File: src/rtl/record_bcd_converter_if.sv
// ---------------------------------------------------------------------------
// record_bcd_converter_if
//   Groups the request/result signals of the binary-to-BCD converter so the
//   converter and whatever drives it connect through one bundle.
//
//   Signals
//     start       request conversion of bin_in (driven by the requester)
//     bin_in      binary value to convert      (driven by the requester)
//     busy        conversion in progress        (driven by the converter)
//     done        one-cycle completion pulse    (driven by the converter)
//     digits_out  packed BCD result, units in [3:0] (driven by the converter)
//     ovf         last value was clamped to the saturation limit
//
//   Modports
//     master  requester side (drives start/bin_in, observes results)
//     slave   converter side (observes start/bin_in, drives results)
// ---------------------------------------------------------------------------
interface record_bcd_converter_if #(
  parameter int WIDTH = 24,
  parameter int NDIG  = 7
);

  logic                start;
  logic [WIDTH-1:0]    bin_in;
  logic                busy;
  logic                done;
  logic [4*NDIG-1:0]   digits_out;
  logic                ovf;

  // Requester view: issues conversions and reads back the digit snapshot.
  modport master (
    output start,
    output bin_in,
    input  busy,
    input  done,
    input  digits_out,
    input  ovf
  );

  // Converter view: accepts conversions and publishes the digit snapshot.
  modport slave (
    input  start,
    input  bin_in,
    output busy,
    output done,
    output digits_out,
    output ovf
  );

endinterface

File: src/rtl/record_bcd_converter.sv
// ---------------------------------------------------------------------------
// record_bcd_converter
//   Iterative double-dabble binary-to-BCD converter for the VGA digit
//   renderer. One input bit is consumed per clock, so a conversion takes
//   WIDTH cycles. The published digits are a snapshot that only changes on
//   the done pulse (or reset), so a frame never shows a half-built number.
//
//   Parameters
//     WIDTH    binary input width
//     NDIG     number of BCD digits produced
//     MAX_VAL  saturation limit, must be below 10**NDIG
//
//   Ports
//     clk    system clock
//     rst_n  synchronous active-low reset
//     bus    record_bcd_converter_if.slave
//              start/bin_in in, busy/done/digits_out/ovf out
//
//   Build option
//     LEADING_ZERO_BLANK_EN  when defined, zero digits above the most
//                            significant non-zero digit are published as
//                            4'hF (drawn blank); digit 0 is never blanked.
//                            Timing and handshake are the same either way.
// ---------------------------------------------------------------------------
module record_bcd_converter #(
  parameter int WIDTH   = 24,
  parameter int NDIG    = 7,
  parameter int MAX_VAL = 9_999_999
) (
  input  logic                    clk,
  input  logic                    rst_n,
  record_bcd_converter_if.slave    bus
);

  localparam int               CW      = $clog2(WIDTH + 1);
  localparam int               BW      = 4 * NDIG;
  localparam logic [WIDTH-1:0] MAX_BIN = WIDTH'(MAX_VAL);
  localparam logic [CW-1:0]    CNT_LD  = CW'(WIDTH);
  localparam logic [CW-1:0]    CNT_ONE = CW'(1);

  typedef enum logic {
    IDLE  = 1'b0,
    SHIFT = 1'b1
  } state_t;

  // Registered state
  state_t            r_state;
  logic [WIDTH-1:0]  r_shiftReg;
  logic [BW-1:0]     r_scratch;
  logic [CW-1:0]     r_cnt;
  logic              r_satFlag;
  logic              r_busy;
  logic              r_done;
  logic [BW-1:0]     r_digits;
  logic              r_ovf;

  // Combinational next values and datapath intermediates
  state_t            w_nextState;
  logic [WIDTH-1:0]  w_nextShiftReg;
  logic [BW-1:0]     w_nextScratch;
  logic [CW-1:0]     w_nextCnt;
  logic              w_nextSatFlag;
  logic              w_nextBusy;
  logic              w_nextDone;
  logic [BW-1:0]     w_nextDigits;
  logic              w_nextOvf;
  logic [BW-1:0]     w_adjusted;
  logic [BW-1:0]     w_postShift;
  logic [BW-1:0]     w_display;
  logic              w_overLimit;
`ifdef LEADING_ZERO_BLANK_EN
  logic              w_leading;
`endif

  // Values above the limit are clamped so the digits can never need more
  // than NDIG places; the clamp is remembered so ovf can report it.
  assign w_overLimit = (bus.bin_in > MAX_BIN);

  // Double-dabble correction: any digit that would reach 10 or more after
  // the coming doubling is pre-biased by 3 so the shift carries into the
  // next digit. All digits are corrected in parallel.
  always_comb begin
    w_adjusted = r_scratch;
    for (int d = 0; d < NDIG; d++) begin
      if (r_scratch[4*d +: 4] >= 4'd5) begin
        w_adjusted[4*d +: 4] = r_scratch[4*d +: 4] + 4'd3;
      end
    end
  end

  // The scratch digits after this cycle's shift: corrected digits move up
  // one bit and take in the top bit of the binary shift register.
  assign w_postShift = {w_adjusted[BW-2:0], r_shiftReg[WIDTH-1]};

  // Digit snapshot as it will be published. With blanking enabled, zero
  // digits are replaced by 4'hF while scanning down from the top, stopping
  // at the first non-zero digit; digit 0 always shows its true value.
  always_comb begin
    w_display = w_postShift;
`ifdef LEADING_ZERO_BLANK_EN
    w_leading = 1'b1;
    for (int d = NDIG - 1; d >= 1; d--) begin
      if (w_leading && (w_postShift[4*d +: 4] == 4'd0)) begin
        w_display[4*d +: 4] = 4'hF;
      end else begin
        w_leading = 1'b0;
      end
    end
`endif
  end

  // Next-state and output logic. Everything holds by default and done is a
  // pulse, so it falls back to 0 unless the final shift happens this cycle.
  // Because the FSM is back in IDLE during the done cycle, a start seen in
  // that cycle is accepted, which gives back-to-back conversions.
  always_comb begin
    w_nextState    = r_state;
    w_nextShiftReg = r_shiftReg;
    w_nextScratch  = r_scratch;
    w_nextCnt      = r_cnt;
    w_nextSatFlag  = r_satFlag;
    w_nextBusy     = r_busy;
    w_nextDone     = 1'b0;
    w_nextDigits   = r_digits;
    w_nextOvf      = r_ovf;

    unique case (r_state)
      IDLE: begin
        if (bus.start) begin
          w_nextShiftReg = w_overLimit ? MAX_BIN : bus.bin_in;
          w_nextScratch  = '0;
          w_nextSatFlag  = w_overLimit;
          w_nextCnt      = CNT_LD;
          w_nextBusy     = 1'b1;
          w_nextState    = SHIFT;
        end
      end

      SHIFT: begin
        w_nextScratch  = w_postShift;
        w_nextShiftReg = {r_shiftReg[WIDTH-2:0], 1'b0};
        w_nextCnt      = r_cnt - CNT_ONE;
        if (r_cnt == CNT_ONE) begin
          w_nextDigits = w_display;
          w_nextOvf    = r_satFlag;
          w_nextDone   = 1'b1;
          w_nextBusy   = 1'b0;
          w_nextState  = IDLE;
        end
      end

      default: begin
        w_nextState = IDLE;
        w_nextBusy  = 1'b0;
      end
    endcase
  end

  // State register. Reset is synchronous and takes priority over a start in
  // the same cycle; resetting mid-conversion abandons it without a done.
  always_ff @(posedge clk) begin
    if (!rst_n) begin
      r_state    <= IDLE;
      r_shiftReg <= '0;
      r_scratch  <= '0;
      r_cnt      <= '0;
      r_satFlag  <= 1'b0;
      r_busy     <= 1'b0;
      r_done     <= 1'b0;
      r_digits   <= '0;
      r_ovf      <= 1'b0;
    end else begin
      r_state    <= w_nextState;
      r_shiftReg <= w_nextShiftReg;
      r_scratch  <= w_nextScratch;
      r_cnt      <= w_nextCnt;
      r_satFlag  <= w_nextSatFlag;
      r_busy     <= w_nextBusy;
      r_done     <= w_nextDone;
      r_digits   <= w_nextDigits;
      r_ovf      <= w_nextOvf;
    end
  end

  // All outputs come straight from registers.
  assign bus.busy       = r_busy;
  assign bus.done       = r_done;
  assign bus.digits_out = r_digits;
  assign bus.ovf        = r_ovf;

endmodule

File: src/flat_wrapper.sv
// flat-port wrapper written by rule: the top's interface ports become plain ports
module record_bcd_converter_flat 
#(
  parameter int WIDTH   = 24,
  parameter int NDIG    = 7,
  parameter int MAX_VAL = 9_999_999
)
  (clk, rst_n, bus_start, bus_bin_in, bus_busy, bus_done, bus_digits_out, bus_ovf);
  record_bcd_converter_if #(.WIDTH(WIDTH), .NDIG(NDIG)) bus_i ();
  input  logic clk;
  input  logic rst_n;
  input wire logic [$bits(bus_i.start)-1:0] bus_start;
  input wire logic [$bits(bus_i.bin_in)-1:0] bus_bin_in;
  output wire logic [$bits(bus_i.busy)-1:0] bus_busy;
  output wire logic [$bits(bus_i.done)-1:0] bus_done;
  output wire logic [$bits(bus_i.digits_out)-1:0] bus_digits_out;
  output wire logic [$bits(bus_i.ovf)-1:0] bus_ovf;
  assign bus_i.start = bus_start;
  assign bus_i.bin_in = bus_bin_in;
  assign bus_busy = bus_i.busy;
  assign bus_done = bus_i.done;
  assign bus_digits_out = bus_i.digits_out;
  assign bus_ovf = bus_i.ovf;
  record_bcd_converter #(.WIDTH(WIDTH), .NDIG(NDIG), .MAX_VAL(MAX_VAL)) u_core (.clk(clk), .rst_n(rst_n), .bus(bus_i));
endmodule
File: config.mk
export PLATFORM = sky130hd
export DESIGN_NAME = record_bcd_converter_flat
export DESIGN_NICKNAME = d
export VERILOG_FILES = /design/src/rtl/record_bcd_converter_if.sv /design/src/rtl/record_bcd_converter.sv /design/src/flat_wrapper.sv
export SDC_FILE = /design/constraint.sdc
export NUM_CORES = 1
export LEC_CHECK = 0
export BUFFER_PORTS_ARGS = -buffer_cell sky130_fd_sc_hd__buf_2
export CORE_ASPECT_RATIO = 0.7
export CORE_UTILIZATION = 54
export CTS_BUF_LIST = sky130_fd_sc_hd__clkbuf_4 sky130_fd_sc_hd__clkbuf_8
export CTS_CLUSTER_SIZE = 24
export DETAILED_ROUTE_END_ITERATION = 6
export PLACE_DENSITY = 0.79
export SYNTH_ARGS = -nofsm -noshare
export SYNTH_HDL_FRONTEND = slang
export SYNTH_SLANG_ARGS = --single-unit
File: constraint.sdc
create_clock -name clk -period 1.5 [get_ports clk]
set_clock_uncertainty 0.15 [all_clocks]
set_input_delay 0.15 -clock clk [delete_from_list [all_inputs] [get_ports clk]]
set_output_delay 0.15 -clock clk [all_outputs]
set_load 0.02 [all_outputs]
==> results of run 1 <==
## layout make-up
class,count,area (um2),area share
flip-flops and latches,90,1830,0.288
clock inverters,3,40.0,0.00630
multi-input cells,338,2850,0.449
well taps,98,123,0.0193
clock buffers,12,153,0.0240
repair buffers,150,1230,0.194
inverters,31,125,0.0197
## routing by layer
metal	share of wire	GRT usage	vias up
met4	0.062	0.152	0
met3	0.096	0.0796	128
met5	0	0	-
li1	-	-	2006
met1	0.37	0.392	2225
met2	0.47	0.532	388
## Yosys cell counts, drive strengths merged (2+ instances only)
master / number / area [um2]
nand2b: 5 / 31.3
a21oi: 51 / 255
nor3b: 17 / 128
o32ai: 14 / 123
inv: 30 / 113
nand3: 18 / 90.1
xnor2: 7 / 61.3
nand2: 21 / 81.3
nor2b: 5 / 31.3
o21ai: 38 / 220
and2: 6 / 37.5
a211oi: 14 / 105
buf: 15 / 75.1
o21ba: 5 / 50.1
mux2: 7 / 78.8
o22ai: 14 / 87.6
nand4: 2 / 12.5
ha: 16 / 200
mux2i: 17 / 170
nor3: 14 / 70.1
or3: 10 / 62.6
nor2: 43 / 161
dfxtp: 90 / 1800
clkbuf: 19 / 71.3
o221ai: 3 / 26.3
## where the power goes
group / internal [mW] / total [mW] / switching (mW)
clock: 0.840 / 1.72 / 0.880
sequential: 2.47 / 2.53 / 0.0631
combinational: 0.340 / 0.779 / 0.440
## path summary, 6_finish.rpt
| path | cells after the start | to | slack [ns] |
|---|---|---|---|
| hold / removal | 4 | u_core.r_shiftReg[22] | 0.009 |
| setup reg to reg | 6 | u_core.bus.digits_out[0] | -0.16 |
| hold reg to reg | 2 | u_core.bus.digits_out[6] | 0.33 |
| setup / recovery | 6 | u_core.bus.digits_out[0] | -0.16 |
## sequential cells by signal, indices dropped and copies added (netlist names)
name	cells
u_core.r_satFlag	1
u_core.bus.done	1
u_core.bus.busy	1
u_core.r_scratch	28
u_core.r_state	1
u_core.r_cnt	5
u_core.r_shiftReg	24
u_core.bus.digits_out	28
u_core.bus.ovf	1
## what timing repair did
item	CTS	global route
endpoints found under the setup margin	46	66
pin swaps	17	22
endpoints found under the hold margin	8	0
buffers inserted	16	9
gates cloned	3	1
gates resized for setup	70	73
hold buffers	8	0
## worst max-delay path, cell delays in order, from the launching register on
cell,delay [ns]
dfxtp_1,0.33
nor2_1,0.20
and4b_4,0.30
buf_6,0.12
buf_8,0.14
mux2i_1,0.23
nor2_1,0.07
## metrics by stage
stage               cell area (um2)  setup TNS [ns]
floorplan                      4420         -0.0187
global placement               5180           -1.00
detailed placement             5180           -3.74
CTS                            5980          -0.812
global route                   6360           -5.00
finish                         6360           -3.79
## kinds of logic (layout without fill, tap and decap cells)
logic type	after synthesis	after routing
compound gates	147	147
simple gates	144	144
flops	90	90
buf+inv	65	196
mux	24	24
fa+ha+maj	16	16
xor+xnor	7	7
==> results.sh, run 1 <==
export IMPL_grt_antenna_before_repair=0
export IMPL_gr_ovfl_total=0
export IMPL_cts_max_level=3
export IMPL_place_detailed_hpwl_mm=7.52
export IMPL_worst_hold_slack_ns=0.00919
export IMPL_boundaryPins=58
export IMPL_fmax_ghz=0.601
export IMPL_initial_core_util=0.572
export IMPL_postSynthRegisterBits=90
export IMPL_power_static_leakage_nw=2.52
export IMPL_globalplace_congestion=0.864
export IMPL_synth_distinct_cells=41
export IMPL_coreArea_um2=7450
export IMPL_die_height_um=76.3
export IMPL_clk_latency_ns=0.38
export IMPL_mostFrequentLayoutCells="dfxtp_1, buf_4, buf_2"
export IMPL_post_synth_instance_area_um2=4260
export IMPL_number_of_detailed_route_iterations_in_the_first_pass=7
export IMPL_crit_arrival_ns=1.78
export IMPL_setup_viols_final=63
export IMPL_failed_checks="setup timing"
export IMPL_rr_startpoint="u_core.r_cnt[2]"
export IMPL_chipWidth_um=108
export IMPL_cts_tree="built"
export IMPL_layoutNonFillerInstCount=722
export IMPL_synth_yosys_warnings=0
export IMPL_die_area_um2=8250
export IMPL_critPathKind="register to register"
export IMPL_timing_final_max_slew_violations=0
export IMPL_vias=4747
export IMPL_wire_length_of_the_first_global_routing_pass_mm=20.6
export IMPL_grt_total_usage=0.323
export IMPL_power_density_over_cell_area_nw_per_um2=791
export IMPL_count_of_flip_flops_with_a_built_in_enable_after_synthesis=0
export IMPL_hold_path_class="input port to register"
export IMPL_antenna_violating_nets_left=0
export IMPL_final_min_clock_period_ns=1.66
export IMPL_grt_setup_unrepaired="true"
export IMPL_ys_async_sr_fraction=0
export IMPL_route_final_wire_length_mm=16.2
export IMPL_synth_compound_area_share=0.222
export IMPL_clock_tree_buffer_depth=2
export IMPL_route_detailed_drc=0
export IMPL_layout_worst_path_cycle_share=1.11
export IMPL_maxCapViolCount=0
export IMPL_final_core_utilization=0.853
export IMPL_ys_seq_area_frac=0.423
export IMPL_path_clk_slew_ns=0.09
export IMPL_drive_above_1_share=0.490
export IMPL_clk_root_buffer_cell="clkbuf_8"
export IMPL_route_detailed_wl_per_inst_um=22.5
export IMPL_syn_mean_instance_area_um2=8.64
export IMPL_vias_per_cell=6.57
export IMPL_hold_violations=0
export IMPL_pre_cts_setup_slack_ns=-0.163
export IMPL_syn_inst=493
export IMPL_layout_commonest_cell="dfxtp_1"
export IMPL_synth_adder_area_share=0.0470
export IMPL_nNetsFinal=663
export IMPL_end_kind="register"
export IMPL_pin_count_of_the_biggest_net_entering_global_routing=38
export IMPL_synth_top_flop_cell="dfxtp_1"
export IMPL_synthesis_nets=536
export IMPL_critical_path_startpoint_type="register"
export IMPL_buffer_ports_inserted=57
export IMPL_row_count=26
export IMPL_crit_path_max_fanout=9
export IMPL_clkSinkCount=90
export IMPL_num_antenna_cells=0
export IMPL_synth_mux_area_fraction=0.0584
export IMPL_required_ns=1.61
export IMPL_worstHoldStart="bus_bin_in[22]"
export IMPL_post_synth_and_or_nand_nor_area_fraction=0.174
export IMPL_synthXorXnorAreaFrac=0.0144
export IMPL_run_status="finished with violations"
export IMPL_setup_slack_ns=-0.163
export IMPL_n_fill_cell=339
export IMPL_tightest_slew_ns=0.413
export IMPL_max_slew_margin_rel=0.722
export IMPL_design_power_total_mw=5.03
export IMPL_vdd_drop_max_uv=753
export IMPL_combinational_family_with_the_most_area_after_synthesis="compound AO/OA/AOI/OAI gates"
export IMPL_tritoncts_num_buffers=9
export IMPL_area_growth_syn_to_layout_pct=49.2
export IMPL_grt_pass1_vias=4245
export IMPL_timing_critical_path_from="u_core.r_cnt[2]"
export IMPL_placedCellCount=671
export IMPL_drtIter0Drc=474
Power figures use the tool's default switching activity.
==> run 2: changes to the inputs <==
Settings changed: ABC_AREA set to 1.
==> results.sh, run 2 <==
export IMPL_place_detailed_hpwl_mm=7.44
export IMPL_cell_internal_pwr_mw=3.47
export IMPL_globalplace_congestion=0.818
export IMPL_clkSinkCount=90
export IMPL_final_core_utilization=0.789
export IMPL_tritoncts_num_buffers=9
export IMPL_cts_max_level=3
export IMPL_critPathKind="register to register"
export IMPL_syn_inst=597
export IMPL_power_frac_comb=0.121
export IMPL_setup_slack_ns=-0.0507
export IMPL_synth_top_flop_cell="dfxtp_1"
export IMPL_fmax_ghz=0.645
export IMPL_grt_total_usage=0.277
export IMPL_tightest_slew_ns=0.356
export IMPL_die_area_um2=8260
export IMPL_run_status="finished with violations"
export IMPL_synth_largest_type_area_fraction=0.423
export IMPL_post_synth_instance_area_um2=4260
export IMPL_placedCellCount=765
export IMPL_max_slew_margin_rel=0.763
export IMPL_switching_share=0.262
export IMPL_pin_count_of_the_biggest_net_entering_global_routing=51
export IMPL_clockPowerShare=0.346
export IMPL_crit_path_max_fanout=3
export IMPL_cp_num_buf_inv=2
export IMPL_setup_viols_final=4
export IMPL_num_antenna_cells=0
export IMPL_postSynthRegisterBits=90
export IMPL_vias=4489
export IMPL_clock_tree_buffer_depth=2
export IMPL_final_min_clock_period_ns=1.55
export IMPL_area_growth_syn_to_layout_pct=38.4
export IMPL_critical_path_top_delay_family="compound AO/OA/AOI/OAI gates"
export IMPL_netlist_top_cells_count="nand2_1, dfxtp_1, nand3_1"
export IMPL_vdd_drop_max_uv=682
export IMPL_buffer_ports_inserted=57
export IMPL_synth_yosys_warnings=0
export IMPL_grt_setup_unrepaired="true"
export IMPL_failed_checks="setup timing"
export IMPL_ys_top_cells_by_area="dfxtp_1, nand2_1, nand3_1, a21oi_1, inv_1"
export IMPL_mostFrequentLayoutCells="nand2_1, dfxtp_1, nand3_1"
export IMPL_ys_async_sr_fraction=0
export IMPL_power_static_leakage_nw=2.64
export IMPL_gr_ovfl_total=0
export IMPL_wire_length_of_the_first_global_routing_pass_mm=18.1
export IMPL_power_sequential_fraction=0.533
export IMPL_layoutNonFillerInstCount=809
export IMPL_ys_seq_area_frac=0.423
export IMPL_grt_pass1_vias=4027
export IMPL_route_detailed_wl_per_inst_um=15.7
export IMPL_hold_path_class="input port to register"
export IMPL_path_clk_slew_ns=0.09
export IMPL_die_height_um=76.3
export IMPL_initial_core_util=0.570
export IMPL_grt_antenna_before_repair=0
export IMPL_critical_path_slowest_cell="dfxtp_2"
export IMPL_coreArea_um2=7480
export IMPL_crit_arrival_ns=1.72
export IMPL_boundaryPins=58
export IMPL_clk_latency_ns=0.37
export IMPL_row_count=26
export IMPL_antenna_violating_nets_left=0
export IMPL_end_kind="register"
export IMPL_layout_commonest_cell="nand2_1"
export IMPL_cts_tree="built"
export IMPL_number_of_detailed_route_iterations_in_the_first_pass=6
export IMPL_route_final_wire_length_mm=12.7
export IMPL_layout_worst_path_cycle_share=1.03
export IMPL_nNetsFinal=749
export IMPL_crit_path_cell_trace="inv_2 -> ha_4 -> a21oi_4 -> nand2_4 -> nand2_1 -> o21ai_2 -> o22ai_1 -> inv_1 -> nor2_1"
export IMPL_timing_final_max_slew_violations=0
export IMPL_synthMostInstantiatedCell="nand2_1"
export IMPL_maxCapViolCount=0
export IMPL_power_density_over_cell_area_nw_per_um2=797
export IMPL_hold_violations=0
export IMPL_drive_above_1_share=0.336
export IMPL_critical_path_startpoint_type="register"
export IMPL_chipWidth_um=108
export IMPL_count_of_flip_flops_with_a_built_in_enable_after_synthesis=0
export IMPL_synth_area_leader_cell="dfxtp_1"
export IMPL_vias_per_cell=5.55
export IMPL_synth_distinct_cells=26
export IMPL_clk_root_buffer_cell="clkbuf_8"
export IMPL_drtIter0Drc=378
export IMPL_syn_mean_instance_area_um2=7.14
export IMPL_netSwitchingPower_mw=1.23
export IMPL_slowest_delay_ns=0.37
export IMPL_synthesis_nets=640
export IMPL_route_detailed_drc=0
export IMPL_required_ns=1.67
==> run 2: worst register-to-register path, cell delays in order (launching register included) <==
cell and delay [ns]:
dfxtp_2 0.37, inv_2 0.08, ha_4 0.17, a21oi_4 0.16, nand2_4 0.09, nand2_1 0.09, o21ai_2 0.06, o22ai_1 0.18
inv_1 0.08, nor2_1 0.08
==> run 2: cell families (layout without fill, tap and decap cells) <==
logic type               Yosys count  after routing  synth area share
AO/OA/AOI/OAI                    100            100             0.129
XOR/XNOR                          12             12            0.0246
adder cells (fa/ha/maj)           16             16            0.0469
buffers and inverters             95            209            0.0951
flip-flops                        90             90             0.423
AND/OR/NAND/NOR                  284            284             0.282
==> run 2: cell type report <==
class,count,area (um2)
Tap cell,98,123
Inverter,64,250
Multi-Input combinational cell,412,2500
Clock buffer,10,131
Sequential cell,90,1840
Clock inverter,6,57.6
Timing Repair Buffer,129,1010
Fill cell,455,1580
==> run 2: per-stage QoR <==
step | worst slack [ns] | instance area, um2 | total power, mW | TNS [ns] | hold WS, ns
floorplan | 0.0191 | 4270 | 2.84 | 0 | 0.200
global placement | -0.0464 | 4900 | 3.01 | -0.100 | 0.291
detailed placement | -0.115 | 4900 | 3.02 | -0.847 | 0.295
CTS | -0.0345 | 5390 | 4.65 | -0.0345 | 0.00138
global route | -0.129 | 5900 | 4.87 | -1.02 | 0.0316
finish | -0.0507 | 5900 | 4.70 | -0.120 | 0.00621
==> run 2: what timing repair did <==
action | in CTS | in global routing
buffers inserted | 5 | 11
hold buffers | 17 | 0
pin swaps | 14 | 45
cloned | 0 | 2
setup endpoints to repair | 23 | 68
endpoints found under the hold margin | 17 | 0
resized for setup | 37 | 122
==> run 2: power by group through the flow <==
stage               clock, mW  sequential (mW)  combinational, mW
detailed placement          0             2.56              0.469
global route             1.74             2.51              0.621
CTS                      1.64             2.50              0.506
finish                   1.63             2.51              0.569
global placement            0             2.55              0.453
floorplan                   0             2.55              0.296
==> run 2: layer usage <==
layer / global-route usage / wire (um) / vias up / part of all wire
met1: 0.360 / 5240 / 2110 / 0.41
met5: 0 / 0 / - / 0
met3: 0.0556 / 876 / 45 / 0.069
met4: 0.0795 / 400 / 0 / 0.031
li1: - / - / 2137 / -
met2: 0.463 / 6210 / 197 / 0.49
==> run 2: path summary, 6_finish.rpt <==
| check | start | endpoint | slack (ns) | cells after the start |
|---|---|---|---|---|
| min reg2reg | u_core.r_satFlag | u_core.r_satFlag | 0.31 | 2 |
| min | bus_bin_in[17] | u_core.r_shiftReg[17] | 0.006 | 5 |
| max | u_core.r_scratch[13] | u_core.r_scratch[14] | -0.05 | 9 |
| max reg2reg | u_core.r_scratch[13] | u_core.r_scratch[14] | -0.05 | 9 |
